$ cat config.mk
export PLATFORM = sky130hd
export DESIGN_NAME = position_ring_ctrl_flat
export DESIGN_NICKNAME = d
export VERILOG_FILES = /design/src/rtl/position_ring_ctrl_if.sv /design/src/rtl/position_ring_ctrl.sv /design/src/flat_wrapper.sv
export SDC_FILE = /design/constraint.sdc
export NUM_CORES = 1
export LEC_CHECK = 0
export CORE_MARGIN = 5
export CORE_UTILIZATION = 27
export DETAILED_ROUTE_END_ITERATION = 8
export PLACE_DENSITY = 0.62
export REMOVE_ABC_BUFFERS = 1
export SETUP_SLACK_MARGIN = 0.4
export SLEW_MARGIN = 40
export SYNTH_ARGS = -nofsm -noshare
export SYNTH_HDL_FRONTEND = slang
export SYNTH_SLANG_ARGS = --single-unit
$ cat constraint.sdc
create_clock -name clk -period 3.5 [get_ports clk]
set_input_delay 0.525 -clock clk [delete_from_list [all_inputs] [get_ports clk]]
set_output_delay 0.525 -clock clk [all_outputs]
set_load 0.05 [all_outputs]
$ cat src/rtl/position_ring_ctrl_if.sv
// position_ring_ctrl_if
//   Bundles the control/status signals between the position ring controller
//   and its environment: the timestep request side, per-node status flags,
//   the downstream handshake and the controller's registered outputs.
//   Ports (all signals, grouped by modport):
//     master : drives start, abort, done_batch, done_all, in_flight, ds_ready;
//              observes dispatch, double_buffer, busy, step_done,
//              batch_count, error
//     slave  : the controller side (mirror of master)
interface position_ring_ctrl_if #(
  parameter int NNODES  = 8,
  parameter int BATCH_W = 16
);
  logic               start;
  logic               abort;
  logic [NNODES-1:0]  done_batch;
  logic [NNODES-1:0]  done_all;
  logic [NNODES-1:0]  in_flight;
  logic               ds_ready;
  logic [1:0]         dispatch;
  logic               double_buffer;
  logic               busy;
  logic               step_done;
  logic [BATCH_W-1:0] batch_count;
  logic               error;

  modport master (
    output start, abort, done_batch, done_all, in_flight, ds_ready,
    input  dispatch, double_buffer, busy, step_done, batch_count, error
  );

  modport slave (
    input  start, abort, done_batch, done_all, in_flight, ds_ready,
    output dispatch, double_buffer, busy, step_done, batch_count, error
  );
endinterface

$ cat src/rtl/position_ring_ctrl.sv
// position_ring_ctrl
//   Sequences one timestep of the position ring: restart the nodes, then
//   repeatedly load a batch, let it settle, run until every node reports the
//   batch complete with nothing left in flight, and drain into the force
//   pipeline until all nodes have exhausted their cells.
//   Ports:
//     clk   : single clock, rising edge
//     reset : synchronous, active-high
//     bus   : position_ring_ctrl_if.slave (start/abort, node flags,
//             ds_ready in; dispatch, double_buffer, busy, step_done,
//             batch_count, error out -- all outputs registered)
//   Build option:
//     POS_RING_WATCHDOG_EN : when defined, a RUN-state watchdog of TIMEOUT
//                            cycles sets the sticky error flag and restarts
//                            the ring; when undefined error is tied to 0.
//
//   state  | meaning
//   -------+------------------------------------------------------------
//   IDLE   | waiting for start, ring idle (dispatch 00)
//   INIT   | one-cycle ring restart (dispatch 11), batch count cleared
//   LOAD   | one-cycle batch load (dispatch 01), batch count incremented
//   SETTLE | one cycle of run while node done flags clear (dispatch 10)
//   RUN    | running batch until all done_batch and no in_flight
//   DRAIN  | holding run until the force pipeline takes the neighbor set
//   FINISH | one-cycle step_done, bank select flips on exit
module position_ring_ctrl #(
  parameter int NNODES  = 8,
  parameter int BATCH_W = 16,
  parameter int TIMEOUT = 4096
) (
  input  logic                 clk,
  input  logic                 reset,
  position_ring_ctrl_if.slave  bus
);

  typedef enum logic [2:0] {
    S_IDLE,
    S_INIT,
    S_LOAD,
    S_SETTLE,
    S_RUN,
    S_DRAIN,
    S_FINISH
  } state_t;

  localparam logic [1:0] DISP_RUN_CLR = 2'b00;
  localparam logic [1:0] DISP_LOAD    = 2'b01;
  localparam logic [1:0] DISP_RUN     = 2'b10;
  localparam logic [1:0] DISP_RESTART = 2'b11;

  logic [NNODES-1:0] done_batch;
  logic [NNODES-1:0] done_all;
  logic [NNODES-1:0] in_flight;

  assign done_batch = bus.done_batch;
  assign done_all   = bus.done_all;
  assign in_flight  = bus.in_flight;

  state_t             state_q, state_d;
  logic [1:0]         dispatch_q, dispatch_d;
  logic               double_buffer_q, double_buffer_d;
  logic               busy_q, busy_d;
  logic               step_done_q, step_done_d;
  logic [BATCH_W-1:0] batch_count_q, batch_count_d;

  logic batch_end;
  logic abort_hit;
  logic restart_pulse;
  logic wd_expire;

  assign batch_end = (&done_batch) && !(|in_flight);
  assign abort_hit = bus.abort && (state_q != S_IDLE);

`ifdef POS_RING_WATCHDOG_EN
  localparam int WD_W = $clog2(TIMEOUT + 1);

  logic [WD_W-1:0] wd_q, wd_d;
  logic            error_q, error_d;

  // Counter sits at zero outside RUN, so it is already clear on RUN entry.
  // Expiry on the TIMEOUT-th RUN cycle; a batch end in that cycle wins.
  assign wd_expire = (state_q == S_RUN) && !batch_end &&
                     (wd_q == WD_W'(TIMEOUT - 1));

  always_comb begin
    wd_d    = (state_q == S_RUN) ? wd_q + 1'b1 : '0;
    error_d = error_q | (wd_expire && !abort_hit);
  end

  always_ff @(posedge clk) begin
    if (reset) begin
      wd_q    <= '0;
      error_q <= 1'b0;
    end else begin
      wd_q    <= wd_d;
      error_q <= error_d;
    end
  end

  assign bus.error = error_q;
`else
  // TIMEOUT only matters when the watchdog is built in.
  localparam int unused_timeout = TIMEOUT;

  assign wd_expire = 1'b0;
  assign bus.error = 1'b0;
`endif

  always_comb begin
    state_d         = state_q;
    double_buffer_d = double_buffer_q;
    batch_count_d   = batch_count_q;
    restart_pulse   = 1'b0;

    case (state_q)
      S_IDLE:   if (bus.start) state_d = S_INIT;
      S_INIT:   state_d = S_LOAD;
      S_LOAD:   state_d = S_SETTLE;
      S_SETTLE: state_d = S_RUN;
      S_RUN: begin
        if (batch_end) begin
          state_d = (&done_all) ? S_FINISH : S_DRAIN;
        end else if (wd_expire) begin
          state_d       = S_IDLE;
          restart_pulse = 1'b1;
        end
      end
      S_DRAIN:  if (bus.ds_ready) state_d = S_LOAD;
      S_FINISH: begin
        state_d         = S_IDLE;
        double_buffer_d = ~double_buffer_q;
      end
      default:  state_d = S_IDLE;
    endcase

    // Abort overrides whatever the state wanted, including a finishing
    // timestep's bank flip.
    if (abort_hit) begin
      state_d         = S_IDLE;
      restart_pulse   = 1'b1;
      double_buffer_d = double_buffer_q;
    end

    if (state_d == S_INIT) batch_count_d = '0;
    if (state_d == S_LOAD) batch_count_d = batch_count_q + 1'b1;

    // Outputs are decoded from the next state so they appear registered in
    // the same cycle the new state does.
    case (state_d)
      S_INIT:                    dispatch_d = DISP_RESTART;
      S_LOAD:                    dispatch_d = DISP_LOAD;
      S_SETTLE, S_RUN, S_DRAIN:  dispatch_d = DISP_RUN;
      default:                   dispatch_d = DISP_RUN_CLR;
    endcase
    if (restart_pulse) dispatch_d = DISP_RESTART;

    busy_d      = (state_d != S_IDLE);
    step_done_d = (state_d == S_FINISH);
  end

  always_ff @(posedge clk) begin
    if (reset) begin
      state_q         <= S_IDLE;
      dispatch_q      <= DISP_RESTART;
      double_buffer_q <= 1'b0;
      busy_q          <= 1'b0;
      step_done_q     <= 1'b0;
      batch_count_q   <= '0;
    end else begin
      state_q         <= state_d;
      dispatch_q      <= dispatch_d;
      double_buffer_q <= double_buffer_d;
      busy_q          <= busy_d;
      step_done_q     <= step_done_d;
      batch_count_q   <= batch_count_d;
    end
  end

  assign bus.dispatch      = dispatch_q;
  assign bus.double_buffer = double_buffer_q;
  assign bus.busy          = busy_q;
  assign bus.step_done     = step_done_q;
  assign bus.batch_count   = batch_count_q;

endmodule
$ cat src/flat_wrapper.sv
// flat-port wrapper written by rule: the top's interface ports become plain ports
module position_ring_ctrl_flat 
#(
  parameter int NNODES  = 8,
  parameter int BATCH_W = 16,
  parameter int TIMEOUT = 4096
)
  (clk, reset, bus_start, bus_abort, bus_done_batch, bus_done_all, bus_in_flight, bus_ds_ready, bus_dispatch, bus_double_buffer, bus_busy, bus_step_done, bus_batch_count, bus_error);
  position_ring_ctrl_if #(.NNODES(NNODES), .BATCH_W(BATCH_W)) bus_i ();
  input  logic clk;
  input  logic reset;
  input wire logic [$bits(bus_i.start)-1:0] bus_start;
  input wire logic [$bits(bus_i.abort)-1:0] bus_abort;
  input wire logic [$bits(bus_i.done_batch)-1:0] bus_done_batch;
  input wire logic [$bits(bus_i.done_all)-1:0] bus_done_all;
  input wire logic [$bits(bus_i.in_flight)-1:0] bus_in_flight;
  input wire logic [$bits(bus_i.ds_ready)-1:0] bus_ds_ready;
  output wire logic [$bits(bus_i.dispatch)-1:0] bus_dispatch;
  output wire logic [$bits(bus_i.double_buffer)-1:0] bus_double_buffer;
  output wire logic [$bits(bus_i.busy)-1:0] bus_busy;
  output wire logic [$bits(bus_i.step_done)-1:0] bus_step_done;
  output wire logic [$bits(bus_i.batch_count)-1:0] bus_batch_count;
  output wire logic [$bits(bus_i.error)-1:0] bus_error;
  assign bus_i.start = bus_start;
  assign bus_i.abort = bus_abort;
  assign bus_i.done_batch = bus_done_batch;
  assign bus_i.done_all = bus_done_all;
  assign bus_i.in_flight = bus_in_flight;
  assign bus_i.ds_ready = bus_ds_ready;
  assign bus_dispatch = bus_i.dispatch;
  assign bus_double_buffer = bus_i.double_buffer;
  assign bus_busy = bus_i.busy;
  assign bus_step_done = bus_i.step_done;
  assign bus_batch_count = bus_i.batch_count;
  assign bus_error = bus_i.error;
  position_ring_ctrl #(.NNODES(NNODES), .BATCH_W(BATCH_W), .TIMEOUT(TIMEOUT)) u_core (.clk(clk), .reset(reset), .bus(bus_i));
endmodule
; ---- After elaboration in Yosys (flattened, before gate mapping)
; Cells that the tools add are included.
[classes]
div = 0
bitwise_logic = 2
shift = 0
n_reduce_logical = 13
order_cmp = 0
multipliers = 0
eq_ne = 12
n_addsub = 1
muxes = 10
[ops]
columns = operator, count
row1 = 16-bit 2-to-1 mux, 2
row2 = 3-bit equality test (second input constant), 6
row3 = 3-bit case mux with 6 select lines, 1
row4 = 16-bit by 1-bit adder with 16-bit output (second input constant), 1
row5 = 8-bit AND reduction, 2
row6 = 3-bit by 2-bit equality test with 1-bit output (second input constant), 4
row7 = 3-bit 2-to-1 mux, 4
row8 = 8-bit OR reduction, 1
row9 = 3-bit by 1-bit equality test with 1-bit output (second input constant), 2
row10 = 2-bit case mux with 3 select lines, 1
row11 = 3-bit nonzero test, 2
row12 = 3-bit zero test, 1
row13 = 3-bit OR reduction, 1
row14 = 1-bit logical AND, 2
row15 = 2-bit 2-to-1 mux, 1
row16 = 1-bit inverter, 2
row17 = 2-bit AND reduction, 1
row18 = 2-bit nonzero test, 1
row19 = 2-bit OR reduction, 1
row20 = 1-bit zero test, 1
row21 = 1-bit 2-to-1 mux, 1
[totals]
output_inout_bits = 22
n_memories = 0
latchBits = 0
ff_bits = 24
ram_bits = 0
inputBits = 29
rom_bits = 0
wordCells = 44

; ---- Depth between registers and ports, before layout
; Gate-level depths: netlist of the first run.
[depth]
ltp_word = 9
depth_mapped = 7
depth_no_buf = 6

; ---- Worst setup path after synthesis of the first run
; No wires, ideal clock.
[synth_path]
kind = register to register
start = reg u_core.batch_count_q[0], in the netlist u_core.bus.batch_count[0]
end = reg u_core.batch_count_q[6], in the netlist u_core.bus.batch_count[6]
required_time_ns = 3.441
t_arrival_ns = 2.043
setup_ns = 0.059
path_slack_ns = 1.398
stages_incl_launch_ff = 8
cell_sequence = dfxtp_1 > ha_1 > and3_1 > clkbuf_1 > nand3_1 > or4_1 > a21oi_1 > a21o_1
[synth_between]
elab_chain_cells = 2
[synth_lines]
columns = element, line
row1 = start: declaration, position_ring_ctrl.sv:64  ; logic [BATCH_W-1:0] batch_count_q, batch_count_d;
row2 = start signal: assignment, position_ring_ctrl.sv:175  ; batch_count_q <= batch_count_d;
row3 = 16-bit by 1-bit adder with 16-bit output, position_ring_ctrl.sv:145  ; if (state_d == S_LOAD) batch_count_d = batch_count_q + 1'b1;
row4 = 16-bit 2-to-1 mux, position_ring_ctrl.sv:145
; No other way between the ends.
; A chain may end at the register's enable or synchronous reset.

; ---- Worst setup path in the final report of the first run
[layout_path]
start = in bus_ds_ready
end = reg u_core.batch_count_q[14], in the netlist u_core.bus.batch_count[14]
[layout_between]
elab_chain_cells = 5
elab_cells_between_ends = 7
cone_classes = eq/ne: 2 / mux: 4 / reduce/logical: 1
[layout_lines]
columns = element, line
row1 = start: declaration, flat_wrapper.sv:17  ; input wire logic [$bits(bus_i.ds_ready)-1:0] bus_ds_ready;
row2 = 3-bit 2-to-1 mux *, position_ring_ctrl.sv:128  ; S_DRAIN: if (bus.ds_ready) state_d = S_LOAD;
row3 = 3-bit case mux with 6 select lines *, position_ring_ctrl.sv:115  ; case (state_q)
row4 = 3-bit 2-to-1 mux *, position_ring_ctrl.sv:138  ; if (abort_hit) begin
row5 = 3-bit by 2-bit equality test with 1-bit output / 3-bit by 1-bit equality test with 1-bit output (equally long branches), "position_ring_ctrl.sv:145, position_ring_ctrl.sv:144"
row6 = 16-bit 2-to-1 mux / 2-bit nonzero test (equally long branches), --
; Every way passes the cells marked *; elsewhere a longest branch is shown, timed or not.

==> results of run 1 <==
[power groups by stage]
stage | Combinational, mW | Clock (mW) | Sequential, mW
CTS | 0.272 | 0.251 | 0.316
detailed placement | 0.271 | 0 | 0.322
global route | 0.296 | 0.264 | 0.321
floorplan | 0.132 | 0 | 0.356
finish | 0.270 | 0.248 | 0.316
global placement | 0.269 | 0 | 0.322
[cells in the final DEF, fill, tap and decap left out, drive strengths merged, types with 2 or more instances in the layout]
master and n:
clkdlybuf4s50 49, a31oi 2, and3 6, dfxtp 24
a21o 6, nor2b 2, a211o 3, nor4 3
clkbuf 3, nor3 3, nand3 5, and4b 2
nor2 18, nand2 11, a21oi 12, o2bb2ai 4
and4 6, o21ba 2, or4 8, xnor2 4
inv 5, nand4 13, o21ai 6, o21bai 2
[per-stage QoR]
stage          power [mW]  setup WS [ns]  hold slack [ns]
2_1_floorplan       0.488           1.49            0.551
3_3_place_gp        0.592          0.835            0.488
3_5_place_dp        0.593          0.773            0.481
4_1_cts             0.839           1.06            0.508
5_1_grt             0.881          0.870            0.536
6_report            0.834           1.06            0.506
[worst register-to-register path: cells and delay by family, from the launching register on]
kind / cells / cell delay, ns
compound gates: 4 / 1.46
simple gates: 1 / 0.22
flops: 1 / 0.55
[worst paths after layout]
path | cells past startpoint | start | endpoint | slack (ns)
max | 6 | bus_ds_ready | u_core.bus.batch_count[14]$_SDFFE_PP0P_ | 1.06
min | 1 | u_core.bus.batch_count[15]$_SDFFE_PP0P_ | u_core.bus.batch_count[15]$_SDFFE_PP0P_ | 0.51
max reg2reg | 5 | u_core.state_q[0]$_SDFF_PP0_ | u_core.bus.batch_count[14]$_SDFFE_PP0P_ | 1.17
min reg2reg | 1 | u_core.bus.batch_count[15]$_SDFFE_PP0P_ | u_core.bus.batch_count[15]$_SDFFE_PP0P_ | 0.51
[layout make-up]
type / instances / area, um2 / area share [%]
inverter: 5 / 18.8 / 0.936
clock inverter: 1 / 30.0 / 1.50
multi-input combinational: 134 / 850 / 42.4
timing repair buffer: 50 / 498 / 24.8
clock buffer: 3 / 41.3 / 2.06
tap: 70 / 87.6 / 4.37
sequential: 24 / 480 / 24.0
[cells by family (layout without fill, tap and decap cells)]
logic type / count (synthesis) / in the layout / synth area share (%)
xor gates and xnor gates: 5 / 5 / 3.12
other: 1 / 1 / 0.267
muxes: 1 / 1 / 0.713
buffers and inverters: 14 / 59 / 5.26
AOI/OAI and AO/OA: 44 / 44 / 21.8
and+or+nand+nor: 82 / 82 / 33.7
DFF: 24 / 24 / 34.2
adders and majority gates: 1 / 1 / 0.891
[state kept, by name, indices dropped and copies added (netlist names)]
name / flops
u_core.bus.step_done: 1
u_core.bus.double_buffer: 1
u_core.state_q: 3
u_core.bus.batch_count: 16
u_core.bus.busy: 1
u_core.bus.dispatch: 2
[per-layer routing]
layer / share of wire [%] / wire length [um] / vias to the layer above / GRT usage [%]
met4: 0.50 / 19 / 0 / 1.83
met1: 45 / 1720 / 674 / 15.5
met5: 0 / 0 / - / 0
li1: - / - / 745 / -
met2: 48 / 1810 / 46 / 19.8
met3: 6.7 / 255 / 2 / 3.25
==> flow_summary.rst, run 1 <==
.. list-table::
   :header-rows: 1

   * - Metric
     - Value
   * - Outcome
     - finished clean
   * - Cts hold-fix bufs
     - 0
   * - Final antenna diode count
     - 0
   * - Cell type contributing the most total cell area after synthesis
     - dfxtp_1
   * - Synth async-reset ratio
     - 0%
   * - Average detailed-routed wire length per instance
     - 13.2 um
   * - Portion of synthesized cell area occupied by the leading cell type
     - 34.2%
   * - Post-cts resize count
     - 0
   * - Count of endpoints failing setup in the final report
     - 0
   * - Required time of the critical path
     - 3.66 ns
   * - First-pass GRT wire length
     - 6380 um
   * - Clock Power Share
     - 29.7%
   * - Sw Ratio
     - 35.0%
   * - Class of the most critical setup path
     - in2reg
   * - Critical Path AT
     - 2.61 ns
   * - Core area
     - 5070 um2
   * - Height of the die
     - 82.1 um
   * - Starting density of the core
     - 27.7%
   * - Number of max-cap violations
     - 0
   * - Part of the power in registers
     - 37.9%
   * - Total number of nets in the final design
     - 248
   * - Die Footprint
     - 6740 um2
   * - Clk_lat worst skew
     - 0.27 ns
   * - Clock tree from TritonCTS
     - yes
   * - Number of setup buffers added after CTS
     - 0
   * - Flip-flop and latch count after synthesis
     - 24
   * - Post-route setup TNS
     - 0 ns
   * - Pin count of the biggest net entering global routing
     - 15
   * - GR Overflow Total
     - 0
   * - Share of cells above drive strength 1
     - 4.61%
   * - Register area share after synthesis
     - 34.2%
   * - Power density over the cells
     - 416 nW/um2
   * - Routed vias
     - 1467
   * - Psw
     - 0.292 mW
   * - Ordered list of cells on the worst path
     - clkdlybuf4s50_1, nand2_1, o2bb2ai_2, o21ai_0, o21a_1, a211o_1
   * - I/O pin count
     - 51
   * - Number of synthesized flops with an enable pin
     - 0
   * - Fin. Hold Viols
     - 0
   * - Leakage
     - 0.731 nW
   * - First-pass iteration count of the detailed router
     - 4
   * - WP buf/inv
     - 1
   * - Layout Area Growth over Synthesis
     - 42.9%
   * - Dominant register cell in the synthesized netlist
     - dfxtp_1
   * - Yosys synthesis warning count
     - 0
   * - # DRC
     - 0
   * - DRT antenna net count
     - 0
   * - Avg Vias per Cell
     - 5.11
   * - Clk Tree Root Cell
     - clkbuf_8
   * - Largest stage delay on the critical path
     - 0.48 ns
   * - Clk pin slew, worst setup/hold paths
     - 0.09 ns
   * - Clk_skew
     - 0.00945 ns
   * - Yosys cell types
     - 44
   * - Worst hold path class
     - reg2reg
   * - End-of-flow core utilization
     - 39.5%
   * - Shortest clock period the worst path allows after layout
     - 2.44 ns
   * - Detailed-route wire length
     - 3800 um
   * - Max-slew violation count
     - 0
   * - Most frequent cells after synthesis
     - dfxtp_1 (24), nor2_1 (18), nand4_1 (13), a21oi_1 (12), nand2_1 (11)
   * - Num CTS Buffers
     - 3
   * - Kind of cell adding the most delay to the critical path
     - compound AO/OA/AOI/OAI gates
   * - Cell area after layout
     - 2010 um2
   * - Drt first-iter violations
     - 95
   * - Number of filler cells placed in the layout
     - 538
   * - IR Drop Worst-Case VDD
     - 0.000251 V
   * - Placed cell count
     - 283
   * - Cell with the most instances after synthesis
     - dfxtp_1
   * - Endpoint class of the critical path
     - flop
   * - Number of clock sinks
     - 24
   * - Crit share post-route
     - 69.8%
   * - Largest cells by area after synthesis
     - dfxtp_1 (34%), nand4_1 (5.8%), nor2_1 (4.8%)
   * - Initial antenna violation count
     - 0
   * - Total half-perimeter wirelength after legalization and detailed placement
     - 2860 um
   * - Relative slew slack
     - 52.9%
   * - Slowest cell on the critical path
     - clkdlybuf4s50_1
   * - Largest buffer count on any clock path
     - 2
   * - Instance count of the mapped netlist
     - 172
   * - Type of origin of the critical path
     - input pin
   * - Deepest level of the CTS H-tree
     - 1
   * - Total routing resource utilization after global routing
     - 11.8%
   * - Maximum clock frequency
     - 409 MHz
   * - Combined area of all synthesized cells
     - 1400 um2
   * - Routability congestion estimate from global placement
     - 0.822
   * - Highest fanout seen on the critical path
     - 12
   * - Die Width
     - 82.1 um
   * - Least-Margin Pin Slew
     - 0.704 ns
   * - Post-DP Area
     - 1930 um2
   * - Setup repair after global routing missed its margin
     - no
   * - Post-Synthesis Mean Instance Area
     - 8.16 um2
   * - Non-filler instance count after layout
     - 287
   * - Internal cell power
     - 0.543 mW
   * - Row Count
     - 26
   * - Combinational fraction of design power
     - 32.4%
   * - Number of port buffers
     - 49
   * - Vias in the first global route
     - 1394
Power figures use the tool's default switching activity.
==> inputs of run 2 (changes only) <==
Settings changed: PLACE_DENSITY 0.62 to 0.64.
Clock period 3.5 ns to 2.12 ns, I/O delays scaled along.
==> flow_summary.rst, run 2 (same netlist as run 1, synthesis figures left out) <==
.. list-table::
   :header-rows: 1

   * - Metric
     - Value
   * - Outcome
     - finished clean
   * - Layout Area Growth over Synthesis
     - 72.7%
   * - Count of endpoints failing setup in the final report
     - 0
   * - Class of the most critical setup path
     - in2reg
   * - # DRC
     - 0
   * - Fin. Hold Viols
     - 0
   * - I/O pin count
     - 51
   * - Number of filler cells placed in the layout
     - 507
   * - Initial antenna violation count
     - 0
   * - Total design power
     - 1.62 mW
   * - Leakage
     - 1.06 nW
   * - Ordered list of cells on the worst path
     - clkdlybuf4s50_1, nor3_1, nand3_2, o21ba_4, buf_6, o21a_4, buf_12, a21o_1
   * - Shortest clock period the worst path allows after layout
     - 1.81 ns
   * - Routability congestion estimate from global placement
     - 0.811
   * - Placed cell count
     - 302
   * - Critical Path AT
     - 1.98 ns
   * - FF-to-FF path depth
     - 7
   * - Max-slew violation count
     - 0
   * - Number of flip-flops in the largest register
     - 16
   * - Register-to-Register Setup Slack
     - 0.39 ns
   * - IR Drop Worst-Case VDD
     - 0.000350 V
   * - Clk_lat worst skew
     - 0.27 ns
   * - DRT antenna net count
     - 0
   * - First-pass iteration count of the detailed router
     - 4
   * - Maximum clock frequency
     - 551 MHz
   * - Highest fanout seen on the critical path
     - 8
   * - Crit share post-route
     - 85.6%
   * - Pin count of the biggest net entering global routing
     - 14
   * - Total routing resource utilization after global routing
     - 13.4%
   * - Row Count
     - 26
   * - Detailed-route wire length
     - 4600 um
   * - Type of origin of the critical path
     - input pin
   * - Starting density of the core
     - 27.7%
   * - Endpoint of the worst setup timing path
     - u_core.bus.batch_count[5]$_SDFFE_PP0P_
   * - GR Overflow Total
     - 0
   * - Total number of nets in the final design
     - 278
   * - Clk_skew
     - 0.00451 ns
   * - Required time of the critical path
     - 2.29 ns
   * - DP Worst Slack
     - -0.0272 ns
   * - Routed vias
     - 1609
   * - Die Footprint
     - 6740 um2
   * - Worst R2R Start
     - u_core.state_q[2]$_SDFF_PP0_
   * - Number of clock sinks
     - 24
   * - Slowest cell on the critical path
     - clkdlybuf4s50_1
   * - Non-filler instance count after layout
     - 317
   * - Deepest level of the CTS H-tree
     - 1
   * - Average detailed-routed wire length per instance
     - 14.5 um
   * - Drt first-iter violations
     - 60
   * - Avg Vias per Cell
     - 5.08
   * - Core area
     - 5070 um2
   * - Clock tree from TritonCTS
     - yes
   * - Clk Tree Root Cell
     - clkbuf_8
   * - Height of the die
     - 82.1 um
   * - Setup slack after layout
     - 0.306 ns
   * - Launching element of the worst setup path
     - bus_in_flight[7]
   * - Setup repair after global routing missed its margin
     - yes
   * - Cts hold-fix bufs
     - 0
   * - Endpoint class of the critical path
     - flop
   * - Share of cells above drive strength 1
     - 28.7%
   * - End of the worst register-to-register path
     - u_core.bus.batch_count[9]$_SDFFE_PP0P_
   * - Total half-perimeter wirelength after legalization and detailed placement
     - 3140 um
   * - Leading cell types in the layout, fill and taps excluded
     - dlygate4sd2_1 (25), buf_4 (24), clkdlybuf4s50_1 (21), dfxtp_1 (19), nor2_1 (17)
   * - Largest buffer count on any clock path
     - 2
   * - Vias in the first global route
     - 1623
   * - First-pass GRT wire length
     - 7160 um
   * - Die Width
     - 82.1 um
   * - Number of port buffers
     - 49
   * - Final antenna diode count
     - 0
   * - Worst hold path class
     - reg2reg
   * - Clk pin slew, worst setup/hold paths
     - 0.09 ns
   * - Largest stage delay on the critical path
     - 0.42 ns
   * - Power density over the cells
     - 669 nW/um2
   * - Num CTS Buffers
     - 3
   * - Most common cell after layout, fill and taps aside
     - dlygate4sd2_1
   * - Number of max-cap violations
     - 0
-- run 2: cell types whose count changed in the layout (fill, tap and decap cells not counted), sizes merged --
cell / delta
buf: +30
dlygate4sd2: +25
bufinv: -1
clkdlybuf4s50: -28
dlymetal6s2s: +3
clkbuf: +1
-- run 2: critical path: cells and delay by family --
family                 cells  cell delay, ns
buffers and inverters      3            0.67
AOI/OAI and AO/OA          3            0.60
and+or+nand+nor            2            0.40
-- run 2: per-stage QoR --
step                      cell area, um2  utilization, %  hold WS (ns)  TNS, ns
after global routing                2420            47.8         0.526        0
after global placement              2100            41.4         0.485        0
final                               2420            47.8         0.506        0
after detailed placement            2100            41.4         0.487  -0.0272
after CTS                           2240            44.1         0.508        0
after floorplan                     1350               -         0.390        0
-- run 2: cell type report --
class                      instances  area (um2)  share of cell area (%)
multi-input combinational        134        1030                    42.4
tap                               70        87.6                    3.61
timing repair buffer              80         743                    30.7
inverter                           5        18.8                   0.774
clock buffer                       4        55.1                    2.27
sequential                        24         492                    20.3
-- run 2: metal layers --
layer  GRT usage (%)  vias to the layer above  wire [um]  part of all wire, %
li1                -                      803          -                    -
met5               0                        -          0                    0
met2            24.5                       46       2440                   53
met3            3.58                        4        242                  5.3
met1            15.4                      756       1900                   41
met4            3.49                        0         14                 0.30
-- run 2: worst min-delay path by stage --
stage,startpoint,end,slack (ns),cells after the start
after detailed placement,u_core.bus.batch_count[15]$_SDFFE_PP0P_,u_core.bus.batch_count[15]$_SDFFE_PP0P_,0.49,1
after global routing,u_core.bus.batch_count[15]$_SDFFE_PP0P_,u_core.bus.batch_count[15]$_SDFFE_PP0P_,0.53,1
after CTS,u_core.bus.batch_count[0]$_SDFFE_PP0P_,u_core.bus.batch_count[0]$_SDFFE_PP0P_,0.51,1
final,u_core.bus.batch_count[0]$_SDFFE_PP0P_,u_core.bus.batch_count[0]$_SDFFE_PP0P_,0.51,1
after floorplan,reset,u_core.bus.double_buffer$_SDFFE_PP0P_,0.39,1
after global placement,u_core.bus.batch_count[15]$_SDFFE_PP0P_,u_core.bus.batch_count[15]$_SDFFE_PP0P_,0.48,1
-- run 2: repair_timing --
item                       in CTS  in global routing
setup endpoints to repair      39                 17
buffers inserted                7                  3
pin swaps                      18                 16
resized for setup              44                 37
gates cloned                    0                  1
-- run 2: power breakdown --
group / internal, mW / switching, mW / total, mW
Sequential: 0.483 / 0.0437 / 0.526
Clock: 0.166 / 0.153 / 0.319
Combinational: 0.378 / 0.398 / 0.776
Total: 1.03 / 0.595 / 1.62
==> inputs of run 3 (changes only) <==
Settings changed: HOLD_SLACK_MARGIN set to 0.15.
==> results of run 3 <==
Final layout, timing and power as in run 2 (identical DEF).
==> edit, RTL diff (config.mk and constraints of run 1) <==
The option `POS_RING_WATCHDOG_EN` is turned on by a define.
--- a/src/rtl/position_ring_ctrl.sv
+++ b/src/rtl/position_ring_ctrl.sv
@@ -24,4 +24,6 @@
 //   DRAIN  | holding run until the force pipeline takes the neighbor set
 //   FINISH | one-cycle step_done, bank select flips on exit
+`define POS_RING_WATCHDOG_EN
+
 module position_ring_ctrl #(
   parameter int NNODES  = 8,
Check against the original RTL: same outputs for any inputs over 10 cycles, from zero or initial values and one cycle with reset high; that may be too few to reach the edited logic, so the function may still have changed.
==> edit against run 1 <==
Power up 9.3%; sequential cell count up 14; register-to-register slack worse by 60 ps; cell area up 28%; worst setup slack worse by 330 ps; critical endpoint is now u_core.bus.batch_count[2]$_SDFFE_PP0P_; critical path type unchanged; synthesized cell count up 29%; area after synthesis up 35%; wire length up 18%.
==> edit: results (changes against run 1) <==
- Internal portion of total power: 0.669 mW (+23%)
- GR met3 Demand/Resource: 0.0280 (-0.00449)
- Share of total power in sequential cells: 0.496 (+0.117)
- Sequential Area: 761 µm² (+58%)
- Mean cell area of the mapped netlist: 8.55 µm² (+4.8%)
- Startpoint of the most critical register-to-register path: u_core.wd_q[0]$_SDFF_PP0_
- Multi-input combinational area share: 0.418 (-0.00517)
- Clock Buffer Count: 7 (+4)
- Placer congestion estimate: 0.742 (-9.8%)
- Final worst hold slack: 464 ps (-42.1 ps)
- Achievable Freq: 361 MHz (-12%)
- Number of global-route vias before repair: 1713 (+23%)
- Met2 capacity usage during global routing: 0.180 (-0.0181)
- Worst reg-to-reg setup slack: 1110 ps (-60 ps)
- Outcome: complete, no violations
- Synth unique cells: 42 (-4.5%)
- Number of levels the H-tree was split into: 2 (+1)
- Hold Path Sink: u_core.wd_q[0]$_SDFF_PP0_
- Non-clock buffer area fraction after layout: 0.196 (-0.0525)
- Length of routed met2 wiring: 2170 µm (+20%)
- Setup skew after layout: 11.9 ps (+2.40 ps)
- Dominant cells by area after synthesis: dfxtp_1 40%, a221o_1 6.9%, nor2_1 6.1%
- Cell count of the worst reg-to-reg path: 7 (+2)
- TritonCTS buffer count: 5 (+2)
- Final routed wire length divided by cell count: 12.1 µm (-8.3%)
- Commonest cells in the netlist: 38 x dfxtp_1, 31 x nor2_1, 18 x nand2_1, 13 x a221o_1, 12 x nor3_1
- Min-Delay Startpoint: u_core.wd_q[0]$_SDFF_PP0_
- Crit-path max FO: 14 (+2)
- Layout cell share with drive strength beyond 1: 0.0735 (+0.0274)
- Data arrival time of the critical path: 2990 ps (+380 ps)
- Number of sequential storage elements: 38 (+58%)
- Clock slew at reported path FFs: 60 ps (-30 ps)
- CP Launch Point: bus_in_flight[1]
- Detailed Route Iter0 Violations: 108 (+14%)
- Post-placement cell count: 360 (+27%)
- Multi-input combinational cell count: 170 (+27%)
- Clock distribution area overhead in the final layout: 0.0356 (about the same)
- Met1 global-route usage: 0.134 (-0.0213)
- Wire length of the first global-routing pass: 7690 µm (+21%)
- Relative contribution of combinational cells to total power: 0.169 (-0.155)
- Detailed-routing wirelength on met1: 2070 µm (+20%)
- DP Wirelength: 3310 µm (+16%)
- Worst setup slack before clock tree synthesis: 448 ps (-325 ps)
- Cell Rows: 30 (+15%)
- Leak Pwr: 0.875 nW (+20%)
- Sw power: 0.243 mW (-17%)
- Post-CTS Setup Bufs: 0 (unchanged)
- Total track usage: 0.106 (-0.0129)
- Post-place instance area: 2480 µm² (+28%)
- Worst reg2reg path endpoint: u_core.bus.batch_count[2]$_SDFFE_PP0P_
- Number of non-clock buffers in the layout: 51 (+2.0%)
- Total vias in the final route: 1776 (+21%)
- Avg Vias per Cell: 4.83 (-5.6%)
- Maximum number of pins on one net before global-route repair: 23 (+8)
- Sequential share of the synthesized area: 0.401 (+0.0585)
- DR WL met3: 215 µm (-16%)
- Worst-case headroom to the max-slew limit: 0.560 (+0.0307)
- Worst VDD drop: 241 µV (-3.8%)
- Fill cells: 708 (+32%)
==> edit: changes by cell type after synthesis, moves of 4 or more <==
cell,change
a21o_1,-6
a21oi_1,-8
dfxtp_1,+14
and2_1,+10
nor3_1,+10
nand3_1,+5
nand4_1,-4
and3_1,-4
xor2_1,+5
nor2_1,+13
or4_1,-8
nand2_1,+7
a221o_1,+13
nor4_1,+4
==> edit: cell families (layout without fill, tap and decap cells) <==
kind of cell	Yosys count	in the layout	synth area share
fa+ha+maj	2	2	0.0132
mux	2	2	0.0112
xor+xnor	11	11	0.0508
compound gates	32	32	0.129
flops	38	38	0.401
buf+inv	14	64	0.0343
simple gates	123	123	0.361
==> edit: critical path, stage by stage <==
cell             delay (ps)
clkdlybuf4s50_1         400
or4_4                   540
nor4_4                  360
a31o_2                  250
nand4_4                 110
nor2_2                  540
a221o_1                 270
